[src/rtl/io_reg_bank.sv]
// Pad-side IO register bank: synchronised, gated input capture with edge pulses and sticky
// flags, plus registered output drivers that run in either level or one-shot pulse mode.
module io_reg_bank #(
  parameter int unsigned NUM_IN      = 8,
  parameter int unsigned NUM_OUT     = 18,
  parameter int unsigned SYNC_STAGES = 2,
  parameter int unsigned PULSE_W     = 4
) (
  input  logic               IQC,
  input  logic               QRT,
  input  logic [NUM_IN-1:0]  pad_in,
  input  logic               IQE,
  output logic [NUM_IN-1:0]  IQZ,
  output logic [NUM_IN-1:0]  IQR,
  output logic [NUM_IN-1:0]  evt_flag,
  input  logic [NUM_IN-1:0]  evt_clr,
  input  logic [NUM_OUT-1:0] OQI,
  input  logic               OQE,
  input  logic [NUM_OUT-1:0] pulse_mode,
  input  logic [PULSE_W-1:0] pulse_len,
  output logic [NUM_OUT-1:0] OQZ,
  output logic [NUM_OUT-1:0] busy
);

  // ---------------------------------------------------------------------------------------------
  // Input path
  // ---------------------------------------------------------------------------------------------
  logic [SYNC_STAGES-1:0][NUM_IN-1:0] sync_q;
  logic [NUM_IN-1:0] iqz_q, iqz_d;
  logic [NUM_IN-1:0] hist_q;
  logic [NUM_IN-1:0] iqr_q;
  logic [NUM_IN-1:0] flag_q, flag_d;
  logic [NUM_IN-1:0] rise;

  always_comb begin
    iqz_d = IQE ? sync_q[SYNC_STAGES-1] : iqz_q;
    rise  = iqz_q & ~hist_q;
    // Set dominates a clear both on the edge the pulse starts and during the pulse cycle.
    flag_d = (flag_q & ~evt_clr) | rise | iqr_q;
  end

  always_ff @(posedge IQC or negedge QRT) begin
    if (!QRT) begin
      sync_q <= '0;
      iqz_q  <= '0;
      hist_q <= '0;
      iqr_q  <= '0;
      flag_q <= '0;
    end else begin
      sync_q[0] <= pad_in;
      for (int unsigned s = 1; s < SYNC_STAGES; s++) begin
        sync_q[s] <= sync_q[s-1];
      end
      iqz_q  <= iqz_d;
      hist_q <= iqz_q;
      iqr_q  <= rise;
      flag_q <= flag_d;
    end
  end

  assign IQZ      = iqz_q;
  assign IQR      = iqr_q;
  assign evt_flag = flag_q;

  // ---------------------------------------------------------------------------------------------
  // Output path
  // ---------------------------------------------------------------------------------------------
  logic [NUM_OUT-1:0][PULSE_W-1:0] cnt_q, cnt_d;
  logic [NUM_OUT-1:0] oqz_q, oqz_d;
  logic [NUM_OUT-1:0] mode_q, mode_d;
  logic [NUM_OUT-1:0] busy_q, busy_d;

  always_comb begin
    cnt_d  = cnt_q;
    oqz_d  = oqz_q;
    mode_d = mode_q;
    busy_d = '0;
    for (int unsigned i = 0; i < NUM_OUT; i++) begin
      if (OQE) begin
        mode_d[i] = pulse_mode[i];
        if (!pulse_mode[i]) begin
          cnt_d[i] = '0;
          oqz_d[i] = OQI[i];
        end else if (OQI[i] && (pulse_len != '0)) begin
          cnt_d[i] = pulse_len;
          oqz_d[i] = 1'b1;
        end else begin
          cnt_d[i] = '0;
          oqz_d[i] = 1'b0;
        end
      end else if (mode_q[i]) begin
        // Saturating countdown; the drive follows the counter so high time equals the length.
        if (cnt_q[i] != '0) begin
          cnt_d[i] = cnt_q[i] - PULSE_W'(1);
        end
        oqz_d[i] = (cnt_d[i] != '0);
      end
      busy_d[i] = |cnt_d[i];
    end
  end

  always_ff @(posedge IQC or negedge QRT) begin
    if (!QRT) begin
      cnt_q  <= '0;
      oqz_q  <= '0;
      mode_q <= '0;
      busy_q <= '0;
    end else begin
      cnt_q  <= cnt_d;
      oqz_q  <= oqz_d;
      mode_q <= mode_d;
      busy_q <= busy_d;
    end
  end

  assign OQZ  = oqz_q;
  assign busy = busy_q;

endmodule
[config.mk]
export PLATFORM = sky130hd
export DESIGN_NAME = io_reg_bank
export DESIGN_NICKNAME = d
export VERILOG_FILES = /design/src/rtl/io_reg_bank.sv
export SDC_FILE = /design/constraint.sdc
export NUM_CORES = 1
export LEC_CHECK = 0
export ABC_AREA = 0
export ABC_CLOCK_PERIOD_IN_PS = 3800
export CORE_AREA = 3 3 131 133
export CTS_CLUSTER_DIAMETER = 120
export DETAILED_ROUTE_END_ITERATION = 16
export DIE_AREA = 0 0 134 136
export GPL_ROUTABILITY_DRIVEN = 0
export GPL_TIMING_DRIVEN = 0
export PLACE_DENSITY = 0.85
export SLEW_MARGIN = 20
export SYNTH_ARGS = -nofsm -noshare
export SYNTH_HDL_FRONTEND = slang
export SYNTH_SLANG_ARGS = --single-unit
[constraint.sdc]
create_clock -name IQC -period 3.8 [get_ports IQC]
set_input_delay 0.76 -clock IQC [delete_from_list [all_inputs] [get_ports IQC]]
set_output_delay 0.76 -clock IQC [all_outputs]
set_load 0.05 [all_outputs]
==> impl_metrics.toml, run 1 <==
[run_status]
status = "finished, final reports clean"

[placement]
placed_area_mm2 = 0.0103
numPortBuffers = 118
hpwlAfterDp_mm = 15.8

[global_route]
grt_usage_pct = 25.9
antenna_found_initial = 0
grt_pass1_wl_mm = 37.2
grt_max_degree = 105
grt_pass1_vias = 7317
overflow = 0

[critical_path]
critPathRequiredTime_ns = 4.07
cp_max_fo = 10
worstSetupPathType = "in2reg"
end_kind = "register"
startpoint_type = "input port"
rr_worst_depth = 6
cp.arrival_ns = 3.54

[pwr]
p_total_mw = 7.24
power.static_leakage_nw = 4.54
irDropWorstVdd_uv = 393
p_per_area_mw_per_mm2 = 666

[clock_tree]
cts_made_buffers = 17
clk_path_buf_depth = 2
h-tree-depth = 4
cts_tree = "done"
post-cts-setup-buffers = 0
ctsResizeCount = 0
clk_pin_slew_worst_paths_ns = 0.07
clock_sinks = 174
clkLatencyLatePin_ns = 0.44
cts_hold_buf = 0
root_buffer = "clkbuf_16"

[routing]
vias = 7546
avgViaCountPerCell = 6.20
first_pass_iters = 5
wl_per_cell_um = 19.3
wirelength_mm = 23.5
ant_nets = 0
drtIter0Drc = 619
drc_errors = 0

[logic_synthesis]
synth_area_leaders = "dfrtp_1 (49%), o22ai_1 (3.8%), nand2_1 (3.4%)"
ys_types = 51
syn_nets = 929
synthXorXnorAreaFrac_pct = 1.79
yosysMostFrequentCell = "dfrtp_1"
synth_seq_cells = 174
synthFlopType = "dfrtp_1"
muxShareOfSynthArea_pct = 4.46
synth_top_area_cell = "dfrtp_1"
synth_top_family_by_area = "simple AND/OR/NAND/NOR gates"
synth-compound-area-share_pct = 15.6
async_flop_share_pct = 100
synth_edf_count = 0
synth_top_area_share_pct = 49.5
synth_cells = 851
netlist_top_cells_count = "dfrtp_1 (174), nand2_1 (79), o22ai_1 (53), inv_1 (52), o21ai_0 (43)"
seq_area_frac_synth_pct = 49.5
synth_adder_area_share_pct = 2.56
yosys.area_share.simple_pct = 22.1
syn-cell-area_mm2 = 0.00880
synth_area_per_cell_um2 = 10.3
yosys_warnings = 0

[sta]
period_share_pct = 86.0
fmax_ghz = 0.306
rsz0062_at_grt = "false"
timing.slew.headroom_pct = 37.8
slew_violations = 0
final_hold_viol_count = 0
period_needed_ns = 3.27
hold_slack_ns = 0.254
fin_worst_skew_ns = 0.00920
tightestPinTransition_ns = 0.926
setup_viol = 0

[floorplan]
ios = 120
rows = 46
chipWidth_um = 134
die_area_mm2 = 0.0182
die_y_um = 136
design.core.area_mm2 = 0.0159
initial_core_util_pct = 55.2

[layout]
drive_above_1_share_pct = 10.1
nets = 1067
diodes = 0
final_cell_area_mm2 = 0.0109
fin_util_pct = 68.3
nFillCells = 1206
area_growth_syn_to_layout_pct = 23.7

[min_path]
hold_path.class = "in2async"

[flow_run]
maxCapViolCount = 0
[layout make-up]
cell class,count,area (um^2),share of cell area [%]
Buffer,36,155,1.43
Tap cell,216,270,2.48
Sequential cell,174,4350,40.0
Multi-Input combinational cell,589,4100,37.7
Clock buffer,17,425,3.91
Clock inverter,15,166,1.53
Inverter,52,195,1.79
Timing Repair Buffer,119,1210,11.2
[through the flow]
stage	worst slack, ns	cells	TNS [ns]
after floorplan	1.59	851	0
after global placement	-5.05	1185	-877.15
after detailed placement	0.203	1186	0
after CTS	0.628	1218	0
after global routing	0.466	1218	0
final	0.532	1218	0
[kinds of logic after synthesis]
kind of cell / after synthesis
and+or+nand+nor: 309
AOI/OAI and AO/OA: 207
DFF: 174
buffers and inverters: 88
muxes: 37
xor gates and xnor gates: 18
adders and majority gates: 18
[report_power, final]
group,internal [mW],total (mW),leakage [nW],switching [mW]
registers,2.25,2.61,2.14,0.362
logic,1.23,2.92,2.11,1.69
clock network,0.885,1.72,0.284,0.834
[worst paths after layout]
| path | startpoint | slack (ns) | endpoint |
|---|---|---|---|
| min in group IQC | sync_q[5] | 0.35 | sync_q[13] |
| worst min register to register | sync_q[5] | 0.35 | sync_q[13] |
| worst min-delay path | QRT | 0.25 | cnt_q[30] |
| worst max register to register | cnt_q[0] | 1.35 | busy[0] |
| max in group asynchronous | QRT | 2.70 | mode_q[16] |
| worst max-delay path | OQE | 0.53 | mode_q[9] |
[flip-flops by register name (all words and copies together) (netlist names)]
signal    cells
IQR           8
IQZ           8
OQZ          18
busy         18
cnt_q        72
evt_flag      8
hist_q        8
mode_q       18
sync_q       16
[critical path: stages]
cell and delay (ns):
clkdlybuf4s50_1 0.68, buf_2 0.30, buf_2 0.26, buf_2 0.30
buf_2 0.32, clkbuf_1 0.66, o21ai_0 0.24
[per-layer routing]
metal | GRT usage [%] | wire length [um] | vias to the layer above
met1 | 34.4 | 9810 | 3687
met5 | 0 | 0 | -
li1 | - | - | 3463
met4 | 11.5 | 597 | 0
met2 | 40.8 | 11100 | 343
met3 | 6.29 | 2010 | 53
[placed cells by master (no fill, tap or decap), types with 17 or more instances in the layout]
| cell | Yosys | routed |
|---|---|---|
| dfrtp_1 | 174 | 174 |
| clkdlybuf4s50_1 | 0 | 117 |
| nand2_1 | 79 | 79 |
| o22ai_1 | 53 | 53 |
| inv_1 | 52 | 52 |
| o21ai_0 | 43 | 43 |
| nand2b_1 | 28 | 28 |
| nand3_1 | 28 | 28 |
| nor2b_1 | 26 | 26 |
| or4_1 | 26 | 26 |
| o211ai_1 | 24 | 24 |
| a21oi_1 | 20 | 20 |
| or3b_2 | 20 | 20 |
| mux2i_1 | 19 | 19 |
| mux2_2 | 18 | 18 |
| ha_1 | 18 | 18 |
| clkbuf_1 | 17 | 17 |
| xnor2_1 | 17 | 17 |
| nor3b_1 | 17 | 17 |
| clkbuf_16 | 0 | 17 |
(Power assumes the default switching activity.)
==> inputs of run 2 (changes only) <==
--- a/config.mk
+++ b/config.mk
@@ -13,7 +13,9 @@
 export DIE_AREA = 0 0 134 136
 export GPL_ROUTABILITY_DRIVEN = 0
 export GPL_TIMING_DRIVEN = 0
+export MAX_ROUTING_LAYER = met4
 export PLACE_DENSITY = 0.85
+export RECOVER_POWER = 100
 export SLEW_MARGIN = 20
 export SYNTH_ARGS = -nofsm -noshare
 export SYNTH_HDL_FRONTEND = slang
==> run 2 against run 1 <==
Effect of this change: the flow now finishes with violations (max-capacitance violations, max-slew violations); via count barely moved; maximum frequency is 7.3% lower; first-iteration DRC count up 2.6%; clock power is essentially flat; cell area down 0.13%; sequential power barely moved; global-route usage rose by 0.80 points.
==> impl_metrics.toml, run 2 (synthesis gave the netlist of run 1 again) <==
[critical_path]
end_kind = "register"
cpMostUsedCell = "buf_2"
reg2reg_to = "busy[0]"
r2r_slack_ns = 1.35
crit_family = "buffers and inverters"
max_stage_delay_ns = 0.76
crit_start = "OQE"
critPathRequiredTime_ns = 4.07
reg2reg_from = "cnt_q[0]"
rr_worst_depth = 6
worst-path-buf-inv = 5
endpoint = "busy[2]"
cpMaxStageDelayCell = "dlygate4sd3_1"
startpoint_type = "input port"
cp.depth = 9
cp.arrival_ns = 3.80
worstSetupPathType = "in2reg"
cp_max_fo = 10
crit_chain = "dlygate4sd3_1 > buf_2 > clkbuf_1 > buf_2 > buf_2 > nor3_1 > mux2i_1 > o221a_2 > o221ai_1"

[global_route]
grt_pass1_wl_mm = 37.3
antenna_found_initial = 0
grt_usage_pct = 26.7
grt_pass1_vias = 7325
overflow = 0
grt_max_degree = 105

[clock_tree]
clk_path_buf_depth = 2
cts_tree = "done"
cts_made_buffers = 17
cts_hold_buf = 0
clkLatencyLatePin_ns = 0.44
clk_pin_slew_worst_paths_ns = 0.07
root_buffer = "clkbuf_16"
ctsResizeCount = 0
h-tree-depth = 4
clock_sinks = 174
post-cts-setup-buffers = 0

[routing]
vias = 7549
avgViaCountPerCell = 6.20
first_pass_iters = 5
drc_errors = 0
wl_per_cell_um = 19.2
wirelength_mm = 23.4
drtIter0Drc = 635
ant_nets = 0

[sta]
tns_ns = 0
rsz0062_at_grt = "false"
setup_viol = 0
period_share_pct = 92.8
final_hold_viol_count = 0
slew_violations = 71
tightestPinTransition_ns = 1.82
fmax_ghz = 0.284
period_needed_ns = 3.53
timing.slew.headroom_pct = -21.5
fin_worst_skew_ns = 0.0133

[layout]
diodes = 0
area_growth_syn_to_layout_pct = 23.5
top_register = "cnt_q"
largest_register_ffs = 72
ff_latch_area_mm2 = 0.00435
nFillCells = 1210
drive_above_1_share_pct = 9.78
multi_input_comb_area_mm2 = 0.00410
layout_common_cells = "dfrtp_1 (174), nand2_1 (79), dlygate4sd3_1 (77), o22ai_1 (53), inv_1 (52)"
nets = 1067
layout_commonest_cell = "dfrtp_1"
fin_cells = 1218

[floorplan]
initial_core_util_pct = 55.2
rows = 46
die_area_mm2 = 0.0182
design.core.area_mm2 = 0.0159
chipWidth_um = 134
ios = 120
die_y_um = 136

[min_path]
whs_path_depth = 0
hold_path.class = "reg2reg"

[flow_run]
maxCapViolCount = 1

[placement]
hpwlAfterDp_mm = 15.8
numPortBuffers = 118
dpl.cell_count = 1186

[run_status]
status = "finished, violations left"
violations = "max-capacitance violations, max-slew violations"

[pwr]
irDropWorstVdd_uv = 391
p_per_area_mw_per_mm2 = 660
power.static_leakage_nw = 4.54
-- run 2: worst reg2reg max path, cell delays in order (launching register included) --
cell and delay (ns):
dfrtp_1 0.44, inv_1 0.09, ha_1 0.26, or3b_2 0.52, mux2i_1 0.16, or2_2 0.31
or4b_1 0.53
-- run 2: per-stage QoR --
step | power (mW) | cell area (um^2) | hold WS [ns] | utilization [%] | setup WS [ns]
4_1_cts | 7.23 | 10900 | 0.295 | 68.3 | 0.628
3_3_place_gp | 5.40 | 10300 | 0.332 | 64.3 | -5.05
5_1_grt | 7.56 | 10900 | 0.351 | 68.2 | 0.239
2_1_floorplan | 4.61 | 8800 | 0.331 | - | 1.59
3_5_place_dp | 5.49 | 10300 | 0.336 | 64.6 | 0.203
6_report | 7.17 | 10900 | 0.347 | 68.2 | 0.273
-- run 2: how the worst min path moves through the flow --
stage | to | slack (ns) | start
5_1_grt | sync_q[13] | 0.35 | sync_q[5]
2_1_floorplan | sync_q[10] | 0.33 | sync_q[2]
3_5_place_dp | sync_q[13] | 0.34 | sync_q[5]
3_3_place_gp | sync_q[13] | 0.33 | sync_q[5]
4_1_cts | cnt_q[29] | 0.30 | QRT
6_report | sync_q[13] | 0.35 | sync_q[5]
-- run 2: area by class of cell --
class	count	share of cell area, %
multi-input combinational	589	37.8
buffer	36	1.39
inverter	52	1.80
tap	216	2.49
timing repair buffer	119	11.1
clock buffer	17	3.91
sequential	174	40.1
clock inverter	15	1.53
-- run 2: where the power goes --
part           internal [mW]  total, mW  switching, mW
logic                   1.17       2.85           1.68
registers               2.24       2.60          0.354
clock network          0.886       1.72          0.837
total                   4.30       7.17           2.87
-- run 2: per-layer routing --
layer	vias up	GRT usage [%]	routed length (um)
met5	-	-	0
met4	0	11.3	690
met3	64	6.40	2110
met2	350	40.8	10800
met1	3674	34.5	9780
li1	3461	-	-
==> inputs of run 3 (changes only) <==
--- a/config.mk
+++ b/config.mk
@@ -7,14 +7,14 @@
 export LEC_CHECK = 0
 export ABC_AREA = 0
 export ABC_CLOCK_PERIOD_IN_PS = 3800
-export CORE_AREA = 3 3 131 133
+export CORE_AREA = 3 3 126 128
 export CTS_CLUSTER_DIAMETER = 120
 export DETAILED_ROUTE_END_ITERATION = 16
-export DIE_AREA = 0 0 134 136
+export DIE_AREA = 0 0 129 131
 export GPL_ROUTABILITY_DRIVEN = 0
 export GPL_TIMING_DRIVEN = 0
 export MAX_ROUTING_LAYER = met4
-export PLACE_DENSITY = 0.85
+export PLACE_DENSITY = 0.91
 export RECOVER_POWER = 100
 export SLEW_MARGIN = 20
 export SYNTH_ARGS = -nofsm -noshare
==> run 3 against run 2 <==
Effect of this change: the flow still finishes with violations (max-capacitance violations, max-slew violations); die area fell by 7.3%; sequential share of layout area increased by 0.060 points; utilization increased by 4.3 points; non-clock buffer count is the same; clock-buffer cell count unchanged; worst setup slack is essentially flat; largest cell class unchanged; highest routed layer unchanged.
==> impl_metrics.toml, run 3 (synthesis gave the netlist of run 1 again) <==
[placement]
numPortBuffers = 118
dpl.cell_count = 1158
pre_cts_ws_ns = 0.213
hpwlAfterDp_mm = 15.4

[layout]
area_growth_syn_to_layout_pct = 23.3
top_register = "cnt_q"
nets = 1067
fin_cells = 1190
diodes = 0
multi_input_comb_area_mm2 = 0.00410
fin_util_pct = 72.5
drive_above_1_share_pct = 9.58
layout_common_cells = "dfrtp_1 (174), nand2_1 (79), dlygate4sd3_1 (77), o22ai_1 (53), inv_1 (52)"
layout_commonest_cell = "dfrtp_1"
nFillCells = 1022
largest_register_ffs = 72
ff_latch_area_mm2 = 0.00435

[clock_tree]
cts_made_buffers = 17
root_buffer = "clkbuf_16"
ctsResizeCount = 0
clkLatencyLatePin_ns = 0.45
cts_tree = "done"
h-tree-depth = 4
post-cts-setup-buffers = 0
cts_hold_buf = 0
clock_sinks = 174
clk_pin_slew_worst_paths_ns = 0.07
clk_path_buf_depth = 2

[pwr]
switching_share_pct = 39.9
clockPowerShare_pct = 24.8
switchingPower_mw = 2.89
power_frac_seq_pct = 35.8
p_int_mw = 4.37
p_comb_share_pct = 39.4
irDropWorstVdd_uv = 392
power.static_leakage_nw = 4.55
p_per_area_mw_per_mm2 = 669
p_total_mw = 7.26

[floorplan]
die_area_mm2 = 0.0169
design.core.area_mm2 = 0.0150
initial_core_util_pct = 58.8
rows = 45
chipWidth_um = 129
die_y_um = 131
ios = 120

[critical_path]
max_stage_delay_ns = 0.69
end_kind = "register"
worstSetupPathType = "in2reg"
cpMostUsedCell = "clkbuf_1"
critPathRequiredTime_ns = 4.09
crit_chain = "dlygate4sd3_1 > clkbuf_1 > buf_2 > nand2_1 > clkbuf_1 > o22ai_1 > or4_1"
startpoint_type = "input port"
cp_max_fo = 10
cp.arrival_ns = 3.81
cpMaxStageDelayCell = "dlygate4sd3_1"

[sta]
rsz0062_at_grt = "false"
period_needed_ns = 3.53
fmax_ghz = 0.284
fin_worst_skew_ns = 0.0121
setup_viol = 0
slew_violations = 94
period_share_pct = 92.8
tightestPinTransition_ns = 2.38
final_hold_viol_count = 0
timing.slew.headroom_pct = -58.3
tns_ns = 0
setup_ws_ns = 0.273

[global_route]
antenna_found_initial = 0
overflow = 0
grt_pass1_wl_mm = 37.2
grt_max_degree = 95
grt_pass1_vias = 7483
grt_usage_pct = 29.1

[routing]
drtIter0Drc = 749
avgViaCountPerCell = 6.47
wl_per_cell_um = 19.8
vias = 7702
ant_nets = 0
drc_errors = 0
wirelength_mm = 23.6
first_pass_iters = 5

[flow_run]
maxCapViolCount = 1

[run_status]
status = "finished, violations left"
violations = "max-capacitance violations, max-slew violations"

[min_path]
hold_path.class = "reg2reg"
-- run 3: changes by cell type in the layout (fill, tap and decap cells not counted), sizes merged --
cell | before | now
bufinv | 0 | 1
buf | 14 | 12
clkinvlp | 2 | 0
clkbuf | 41 | 43
inv | 61 | 62
-- run 3: path summary, 6_finish.rpt --
path | depth (start not counted) | startpoint | to | slack, ns
setup / recovery | 7 | OQE | busy[3] | 0.27
hold / removal | 0 | sync_q[4] | sync_q[12] | 0.35
setup reg to reg | 6 | cnt_q[48] | busy[12] | 1.32
hold reg to reg | 0 | sync_q[4] | sync_q[12] | 0.35
max in group asynchronous | 1 | QRT | cnt_q[3] | 1.38
min in group asynchronous | 1 | QRT | busy[4] | 1.03
-- run 3: final cells by class --
type                            instances  share of cell area [%]
Buffer                                 36                    1.37
Clock buffer                           17                    3.92
Clock inverter                         15                    1.73
Inverter                               52                    1.80
Multi-Input combinational cell        589                    37.8
Sequential cell                       174                    40.1
Tap cell                              188                    2.17
Timing Repair Buffer                  119                    11.1
-- run 3: power by group through the flow --
stage | Sequential, mW | Combinational [mW] | Clock (mW)
5_1_grt | 2.65 | 3.10 | 1.89
3_3_place_gp | 2.60 | 2.78 | 0
3_5_place_dp | 2.62 | 2.87 | 0
4_1_cts | 2.59 | 2.91 | 1.81
2_1_floorplan | 3.12 | 1.50 | 0
6_report | 2.60 | 2.86 | 1.80
-- run 3: worst max-delay path, delay by kind of cell --
family,cells,cell delay (ns)
buffers and inverters,4,1.80
AND/OR/NAND/NOR,2,1.09
AO/OA/AOI/OAI,1,0.16
-- run 3: layer usage --
layer,GRT usage (%),up-vias,routed length (um)
li1,-,3455,-
met1,36.7,3734,9510
met2,44.5,420,10900
met3,6.02,93,2150
met4,15.7,0,975
met5,-,-,0
-- run 3: through the flow --
| step | instance area, um^2 | hold slack (ns) |
|---|---|---|
| 3_5_place_dp | 10300 | 0.335 |
| 3_3_place_gp | 10200 | 0.333 |
| 6_report | 10900 | 0.346 |
| 2_1_floorplan | 8800 | 0.331 |
| 4_1_cts | 10900 | 0.349 |
| 5_1_grt | 10900 | 0.357 |
